[src/rtl/usb_protocol_ctrl.sv]
// usb_protocol_ctrl: USB bulk-endpoint protocol controller.
// Decodes host tokens/handshakes from USB RX, picks DATA/ACK/NAK
// responses for USB TX and drives buffer status and clear.
// Ports: clk, n_rst (async low); rx_packet_valid, rx_packet[2:0],
// rx_error, tx_done, buffer_occupancy[6:0], buffer_reserved,
// tx_packet_data_size[6:0] in; tx_start, tx_packet[1:0],
// rx/tx_transfer_active, rx_data_ready, rx/tx_error_flag, clear out.
// Optional macro PC_TIMEOUT_EN adds a host-response timeout
// (TIMEOUT_CYC cycles) in RX_DATA and TX_WAIT.
module usb_protocol_ctrl #(
  parameter int BUF_DEPTH = 64
`ifdef PC_TIMEOUT_EN
  , parameter int TIMEOUT_CYC = 1023
`endif
) (
  input  logic       clk,
  input  logic       n_rst,
  input  logic       rx_packet_valid,
  input  logic [2:0] rx_packet,
  input  logic       rx_error,
  input  logic       tx_done,
  input  logic [6:0] buffer_occupancy,
  input  logic       buffer_reserved,
  input  logic [6:0] tx_packet_data_size,
  output logic       tx_start,
  output logic [1:0] tx_packet,
  output logic       rx_transfer_active,
  output logic       tx_transfer_active,
  output logic       rx_data_ready,
  output logic       rx_error_flag,
  output logic       tx_error_flag,
  output logic       clear
);

  typedef enum logic [2:0] {
    IDLE, RX_DATA, RX_ACK, RX_NAK,
    TX_DATA, TX_WAIT, TX_NAK
  } state_t;

  localparam logic [2:0] PID_OUT  = 3'd1;
  localparam logic [2:0] PID_IN   = 3'd2;
  localparam logic [2:0] PID_DATA = 3'd3;
  localparam logic [2:0] PID_ACK  = 3'd4;

  localparam logic [1:0] TXP_NONE = 2'd0;
  localparam logic [1:0] TXP_DATA = 2'd1;
  localparam logic [1:0] TXP_ACK  = 2'd2;
  localparam logic [1:0] TXP_NAK  = 2'd3;

  localparam logic [6:0] DEPTH = 7'(BUF_DEPTH);

  state_t     state_q, state_d;
  logic       tx_start_q, tx_start_d;
  logic [1:0] tx_packet_q, tx_packet_d;
  logic       rx_act_q, rx_act_d;
  logic       tx_act_q, tx_act_d;
  logic       rx_rdy_q, rx_rdy_d;
  logic       rx_err_q, rx_err_d;
  logic       tx_err_q, tx_err_d;
  logic       clear_q, clear_d;

`ifdef PC_TIMEOUT_EN
  localparam logic [9:0] TO_LAST = 10'(TIMEOUT_CYC - 1);
  logic [9:0] timer_q, timer_d;
  logic       timeout;
  assign timeout = (timer_q == TO_LAST);
`endif

  // rx_error masks any packet decoded in the same cycle
  logic pkt_ok, out_tok, in_tok, data_pkt, ack_pkt;
  logic in_ready;
  assign pkt_ok   = rx_packet_valid && !rx_error;
  assign out_tok  = pkt_ok && (rx_packet == PID_OUT);
  assign in_tok   = pkt_ok && (rx_packet == PID_IN);
  assign data_pkt = pkt_ok && (rx_packet == PID_DATA);
  assign ack_pkt  = pkt_ok && (rx_packet == PID_ACK);

  assign in_ready = (tx_packet_data_size != 7'd0) &&
                    (tx_packet_data_size <= DEPTH) &&
                    (buffer_occupancy >= tx_packet_data_size);

  always_comb begin
    state_d  = state_q;
    rx_err_d = rx_err_q;
    tx_err_d = tx_err_q;
    clear_d  = 1'b0;
    rx_rdy_d = rx_rdy_q && (buffer_occupancy != 7'd0);
    unique case (state_q)
      IDLE: begin
        if (out_tok) begin
          if (buffer_occupancy == 7'd0 && !buffer_reserved) begin
            state_d  = RX_DATA;
            rx_err_d = 1'b0;
          end else begin
            state_d = RX_NAK;
          end
        end else if (in_tok) begin
          if (in_ready) begin
            state_d  = TX_DATA;
            tx_err_d = 1'b0;
          end else begin
            state_d = TX_NAK;
          end
        end
      end
      RX_DATA: begin
        if (data_pkt) begin
          state_d = RX_ACK;
        end else if (rx_error || rx_packet_valid) begin
          state_d  = RX_NAK;
          rx_err_d = 1'b1;
          clear_d  = 1'b1;
`ifdef PC_TIMEOUT_EN
        end else if (timeout) begin
          state_d  = IDLE;
          rx_err_d = 1'b1;
          clear_d  = 1'b1;
`endif
        end
      end
      RX_ACK: begin
        if (tx_done) begin
          state_d  = IDLE;
          rx_rdy_d = 1'b1;
        end
      end
      RX_NAK, TX_NAK: begin
        if (tx_done) state_d = IDLE;
      end
      TX_DATA: begin
        if (tx_done) state_d = TX_WAIT;
      end
      TX_WAIT: begin
        if (ack_pkt) begin
          state_d = IDLE;
        end else if (rx_error || rx_packet_valid) begin
          state_d  = IDLE;
          tx_err_d = 1'b1;
          clear_d  = 1'b1;
`ifdef PC_TIMEOUT_EN
        end else if (timeout) begin
          state_d  = IDLE;
          tx_err_d = 1'b1;
          clear_d  = 1'b1;
`endif
        end
      end
      default: state_d = IDLE;
    endcase
    if (clear_d) rx_rdy_d = 1'b0;
  end

  // Moore outputs are computed from the next state and registered
  always_comb begin
    tx_packet_d = TXP_NONE;
    unique case (state_d)
      RX_ACK:          tx_packet_d = TXP_ACK;
      RX_NAK, TX_NAK:  tx_packet_d = TXP_NAK;
      TX_DATA:         tx_packet_d = TXP_DATA;
      default:         tx_packet_d = TXP_NONE;
    endcase
    tx_start_d = (state_d != state_q) && (tx_packet_d != TXP_NONE);
    rx_act_d   = (state_d == RX_DATA) || (state_d == RX_ACK);
    tx_act_d   = (state_d == TX_DATA) || (state_d == TX_WAIT);
  end

`ifdef PC_TIMEOUT_EN
  always_comb begin
    timer_d = 10'd0;
    if (state_d == state_q &&
        (state_q == RX_DATA || state_q == TX_WAIT))
      timer_d = timer_q + 10'd1;
  end

  always_ff @(posedge clk or negedge n_rst) begin
    if (!n_rst) timer_q <= 10'd0;
    else        timer_q <= timer_d;
  end
`endif

  always_ff @(posedge clk or negedge n_rst) begin
    if (!n_rst) begin
      state_q     <= IDLE;
      tx_start_q  <= 1'b0;
      tx_packet_q <= TXP_NONE;
      rx_act_q    <= 1'b0;
      tx_act_q    <= 1'b0;
      rx_rdy_q    <= 1'b0;
      rx_err_q    <= 1'b0;
      tx_err_q    <= 1'b0;
      clear_q     <= 1'b0;
    end else begin
      state_q     <= state_d;
      tx_start_q  <= tx_start_d;
      tx_packet_q <= tx_packet_d;
      rx_act_q    <= rx_act_d;
      tx_act_q    <= tx_act_d;
      rx_rdy_q    <= rx_rdy_d;
      rx_err_q    <= rx_err_d;
      tx_err_q    <= tx_err_d;
      clear_q     <= clear_d;
    end
  end

  assign tx_start           = tx_start_q;
  assign tx_packet          = tx_packet_q;
  assign rx_transfer_active = rx_act_q;
  assign tx_transfer_active = tx_act_q;
  assign rx_data_ready      = rx_rdy_q;
  assign rx_error_flag      = rx_err_q;
  assign tx_error_flag      = tx_err_q;
  assign clear              = clear_q;

endmodule
[config.mk]
export PLATFORM = sky130hd
export DESIGN_NAME = usb_protocol_ctrl
export DESIGN_NICKNAME = d
export VERILOG_FILES = /design/src/rtl/usb_protocol_ctrl.sv
export SDC_FILE = /design/constraint.sdc
export NUM_CORES = 1
export LEC_CHECK = 0
export CORE_AREA = 2 2 45 63
export DETAILED_ROUTE_END_ITERATION = 12
export DIE_AREA = 0 0 47 65
export DONT_BUFFER_PORTS = 1
export MAX_ROUTING_LAYER = met4
export PLACE_DENSITY = 0.58
export SYNTH_ARGS = -nofsm -noshare
export SYNTH_HDL_FRONTEND = slang
export SYNTH_SLANG_ARGS = --single-unit
[constraint.sdc]
create_clock -name clk -period 3.2 [get_ports clk]
set_clock_uncertainty 0.05 [all_clocks]
set_input_delay 0.8 -clock clk [delete_from_list [all_inputs] [get_ports clk]]
set_output_delay 0.8 -clock clk [all_outputs]
set_load 0.005 [all_outputs]
==> results of run 1 <==
## logic make-up (layout without fill, tap and decap cells)
family	count (synthesis)	count (layout)
and+or+nand+nor	38	38
AOI/OAI and AO/OA	30	30
buffers and inverters	15	15
DFF	12	12
adders and majority gates	7	7
xor gates and xnor gates	2	2
muxes	1	1
## where the power goes
group	leakage [nW]	switching (mW)	internal, mW
sequential	0.147	0.0849	0.216
combinational	0.275	0.140	0.141
clock	0.0138	0.0495	0.0436
total	0.436	0.275	0.401
## per-stage QoR
step / worst slack, ns / area [µm²] / utilization / instances
after floorplan: 0.6541 / 968.4 / - / 105
after global placement: 0.5540 / 992.2 / 0.3918 / 138
after detailed placement: 0.5343 / 992.2 / 0.3918 / 138
after CTS: 0.8152 / 1015 / 0.4007 / 141
after global routing: 0.7265 / 1015 / 0.4007 / 141
final: 0.8224 / 1015 / 0.4007 / 141
## final timing paths
path	endpoint	depth (start not counted)
hold reg to reg	rx_error_flag	2
max in group asynchronous	rx_error_flag	0
setup / recovery	rx_transfer_active	7
min in group clk	rx_error_flag	2
setup reg to reg	rx_transfer_active	4
hold / removal	state_q[2]	0
## cell usage after synthesis (all sizes together), types with 3 or more instances
library cell / number / area [µm²]
nand2: 6 / 22.52
a21oi: 5 / 25.02
clkbuf: 3 / 21.27
nor3b: 3 / 22.52
inv: 12 / 45.04
nor3: 3 / 20.02
o21a: 3 / 22.52
ha: 7 / 87.58
dfrtp: 12 / 300.3
nand3: 4 / 20.02
nor2: 6 / 22.52
## layout make-up
cell class	count	area, µm²
inverter	12	45.04
tap	36	45.04
multi-input combinational	78	601.8
clock buffer	3	22.52
fill	271	1518
sequential	12	300.3
## layer usage
metal  GRT usage  wire, µm
met3     0.02507       123
met1      0.1709       818
met5           -         0
met2      0.2791      1186
met4     0.08333        49
## flip-flops by register name, summed over array words and instances, names as in the netlist
signal / flops
tx_start: 1
rx_error_flag: 1
clear: 1
tx_transfer_active: 1
rx_transfer_active: 1
tx_error_flag: 1
tx_packet: 2
rx_data_ready: 1
state_q: 3
==> metrics.cfg, run 1 <==
[detailed_routing]
via_per_inst=5.688
ant_nets=0
drc_errors=0
drtIter0Drc=22
drt-pass1-iter-count=4
routedWlPerCell_um=15.44
routed_wl_um=2177
vias=802

[final_layout]
mostFrequentLayoutCells=inv_1 (12), dfrtp_1 (12), ha_1 (7)
diodes=0
finalNetCount=137
layout-drive-gt1-share=0.1429
syn_to_final_growth_pct=4.780

[floorplan]
num_rows=22
dieWidth_um=47
die_y_um=65
io_pins=32
die-area_mm2=0.003055
core_area_mm2=0.002532
start_util=0.3824

[synthesis]
async_flop_share=1.000
synth_top_family_by_area=compound AO/OA/AOI/OAI gates
ys.flop_type=dfrtp_1
syn_area_per_cell_um2=9.223
synth-xor-area-share=0.01809
synth_edf_count=0
yosysUniqueCellTypes=48
ys_seq_area_frac=0.3101
synth.mux.area_fraction=0.01550
synth_compound_area_frac=0.2597
yosys.area_share.simple=0.2377
synthesis.area_um2=968.4
yosys.area_share.adder=0.09044
yosys_warnings=0
syn_nets=135
postSynthCellCount=105
ys_seq_elements=12

[global_routing]
grt_max_degree=16
grt_pass1_vias=774
grt_pass1_wl_um=3374
gr-usage-all-layers=0.1630
antenna_found_initial=0
grt-ovfl-total=0

[worst_setup_path]
crit_family=compound AO/OA/AOI/OAI gates
worstPathArrival_ns=2.49
r2r_slack_ns=1.26
cp.required_ns=3.31
reg2reg_from=state_q[0]
end_kind=register
critPathLaunch=buffer_occupancy[0]
startpoint_type=input pin
criticalPathCategory=input pin to register
cpPeakStageDelay_ns=0.54
path_max_fanout=5
crit_chain=inv_1 -> ha_1 -> nand2b_1 -> a2111oi_0 -> o311ai_1 -> o211ai_4 -> mux2_4
slowest_stage=a2111oi_0
crit_buf_inv=1

[sta]
fmax_mhz=420.6
tightest_slew_ns=0.5517
hold_ws_ns=0.1607
setup_violations=0
rsz0062_at_grt=no
period_needed_ns=2.378
min_period_over_period=0.7430
slew_violations=0
hold_violations=0
slew_headroom=0.6227
tns_ns=0

[placement]
place.gp.congestion=0.8116
io_buffers=0
hpwl_um=1763

[clocking]
cts_made_buffers=3
cts_setup_buffers=0
clk_latency_ns=0.27
hold_buffers=0
cts_resized=0
htree_num_levels=1
cts.sinks=12
cts_root_buffer=clkbuf_4
path_clk_slew_ns=0.07
cts_tree=yes
cts_max_path_buffers=2

[min_path]
hold_path.class=input pin to asynchronous set/reset pin

[pwr]
power_leakage_nw=0.4361
cellPowerDensity_mw_per_mm2=665.7
total_power_mw=0.6755
peakVddDrop_v=0.0002360

[outcome]
status=finished clean

[job]
max-cap-violations=0

(Power assumes the default switching activity.)
==> run 2, diff against run 1 <==
- clock period: 3.2 -> 2.3 ns (I/O delays scaled with it)
==> run 2 against run 1 <==
Compared with the run above:
- first-iteration DRC count down 23%
- routed wire length down 1.8%
- die area unchanged
- largest cell class unchanged
- highest routed layer unchanged
- via count up 1.1%
==> metrics.cfg, run 2 (synthesis gave the netlist of run 1 again) <==
[global_routing]
grt_pass1_wl_um=3484
gr-usage-all-layers=0.1638
antenna_found_initial=0
grt-ovfl-total=0
grt_pass1_vias=856
grt_max_degree=16

[sta]
slew_violations=0
tightest_slew_ns=0.5324
slew_headroom=0.6439
tns_ns=0
rsz0062_at_grt=no
period_needed_ns=2.041
fmax_mhz=489.9
setup_violations=0
hold_violations=0
hold_ws_ns=0.3975
min_period_over_period=0.8874

[clocking]
htree_num_levels=1
cts_max_path_buffers=2
cts_tree=yes
cts.sinks=12
cts_root_buffer=clkbuf_4
cts_resized=0
path_clk_slew_ns=0.07
clk_latency_ns=0.27
cts_made_buffers=3

[final_layout]
diodes=0
max_flop_register=state_q
finalNetCount=141
final_cell_area_mm2=0.001062
syn_to_final_growth_pct=9.690
layout-drive-gt1-share=0.1727
fin_cells=146
mostFrequentLayoutCells=inv_1 (12), dfrtp_1 (12), ha_1 (7)
largest_register_ffs=3

[worst_setup_path]
timing.rr.end=rx_transfer_active
startpoint_type=input pin
cpPeakStageDelay_ns=0.48
crit_chain=inv_1 -> ha_1 -> nand2b_1 -> a2111oi_1 -> o311ai_1 -> o211ai_4 -> mux2_4
slowest_stage=a2111oi_1
end_kind=register
criticalPathCategory=input pin to register
r2r_cells=4
worstPathArrival_ns=2.15
path_max_fanout=2
reg2reg_from=state_q[0]
cp.required_ns=2.41
r2r_slack_ns=0.39

[placement]
place_area_mm2=0.001016
dp.cells=141
hpwl_um=1758
io_buffers=0
place.gp.congestion=0.7927

[detailed_routing]
drc_errors=0
drtIter0Drc=17
via_per_inst=5.555
vias=811
drt-pass1-iter-count=4
routed_wl_um=2137
routedWlPerCell_um=14.64
ant_nets=0

[min_path]
hold_path.class=input pin to register
hold_end=rx_data_ready
min_path_cells=2
worstHoldStart=tx_done

[floorplan]
start_util=0.3824
io_pins=32
core_area_mm2=0.002532
die_y_um=65
dieWidth_um=47
die-area_mm2=0.003055
num_rows=22

[pwr]
power_leakage_nw=0.4622
peakVddDrop_v=0.0003636
cellPowerDensity_mw_per_mm2=937.4
total_power_mw=0.9958

[outcome]
status=finished clean

[job]
max-cap-violations=0

-- run 2: metrics by stage --
| step | setup slack [ns] | utilization |
|---|---|---|
| floorplan | 0.02682 | - |
| global placement | -0.01096 | 0.4012 |
| detailed placement | -0.03686 | 0.4012 |
| CTS | 0.2506 | 0.4195 |
| global route | 0.1756 | 0.4195 |
| finish | 0.2589 | 0.4195 |
-- run 2: metal layers --
layer | global-route usage | share of wire | up-vias
met3 | 0.03064 | 0.063 | 6
met5 | - | 0 | -
met4 | 0.1076 | 0.034 | 0
met2 | 0.2757 | 0.54 | 37
met1 | 0.1616 | 0.36 | 365
li1 | - | - | 403
-- run 2: area by class of cell --
| class | count | area (µm²) |
|---|---|---|
| inverters | 12 | 45.04 |
| well taps | 36 | 45.04 |
| multi-input cells | 78 | 603.1 |
| repair buffers | 4 | 32.53 |
| fillers | 258 | 1470 |
| flip-flops and latches | 12 | 300.3 |
| clock buffers | 4 | 36.28 |
-- run 2: worst max-delay path by stage --
stage,from,end,slack (ns),cells past startpoint
2_1_floorplan,rx_error,rx_transfer_active,0.03,5
3_3_place_gp,buffer_occupancy[0],rx_transfer_active,-0.01,7
3_5_place_dp,buffer_occupancy[0],rx_transfer_active,-0.04,7
4_1_cts,buffer_occupancy[0],rx_transfer_active,0.25,7
5_1_grt,buffer_occupancy[0],rx_transfer_active,0.18,7
6_report,buffer_occupancy[0],rx_transfer_active,0.26,7
-- run 2: critical path, delay by kind of cell --
kind	cells	cell delay (ns)
adder cells (fa/ha/maj)	1	0.27
buffers and inverters	1	0.02
AO/OA/AOI/OAI	3	0.83
AND/OR/NAND/NOR	1	0.13
multiplexers	1	0.32
-- run 2: power breakdown --
part,switching [mW],internal [mW],leakage (nW),total [mW]
Sequential,0.117,0.300,0.147,0.416
Combinational,0.200,0.212,0.294,0.412
Clock,0.0709,0.0962,0.0210,0.167
Total,0.388,0.608,0.462,0.996
-- run 2: repair_timing --
item | in CTS | in global routing
setup buffers | 0 | 0
hold buffers | 1 | 0
endpoints found under the hold margin | 12 | 0
setup endpoints to repair | 0 | 0
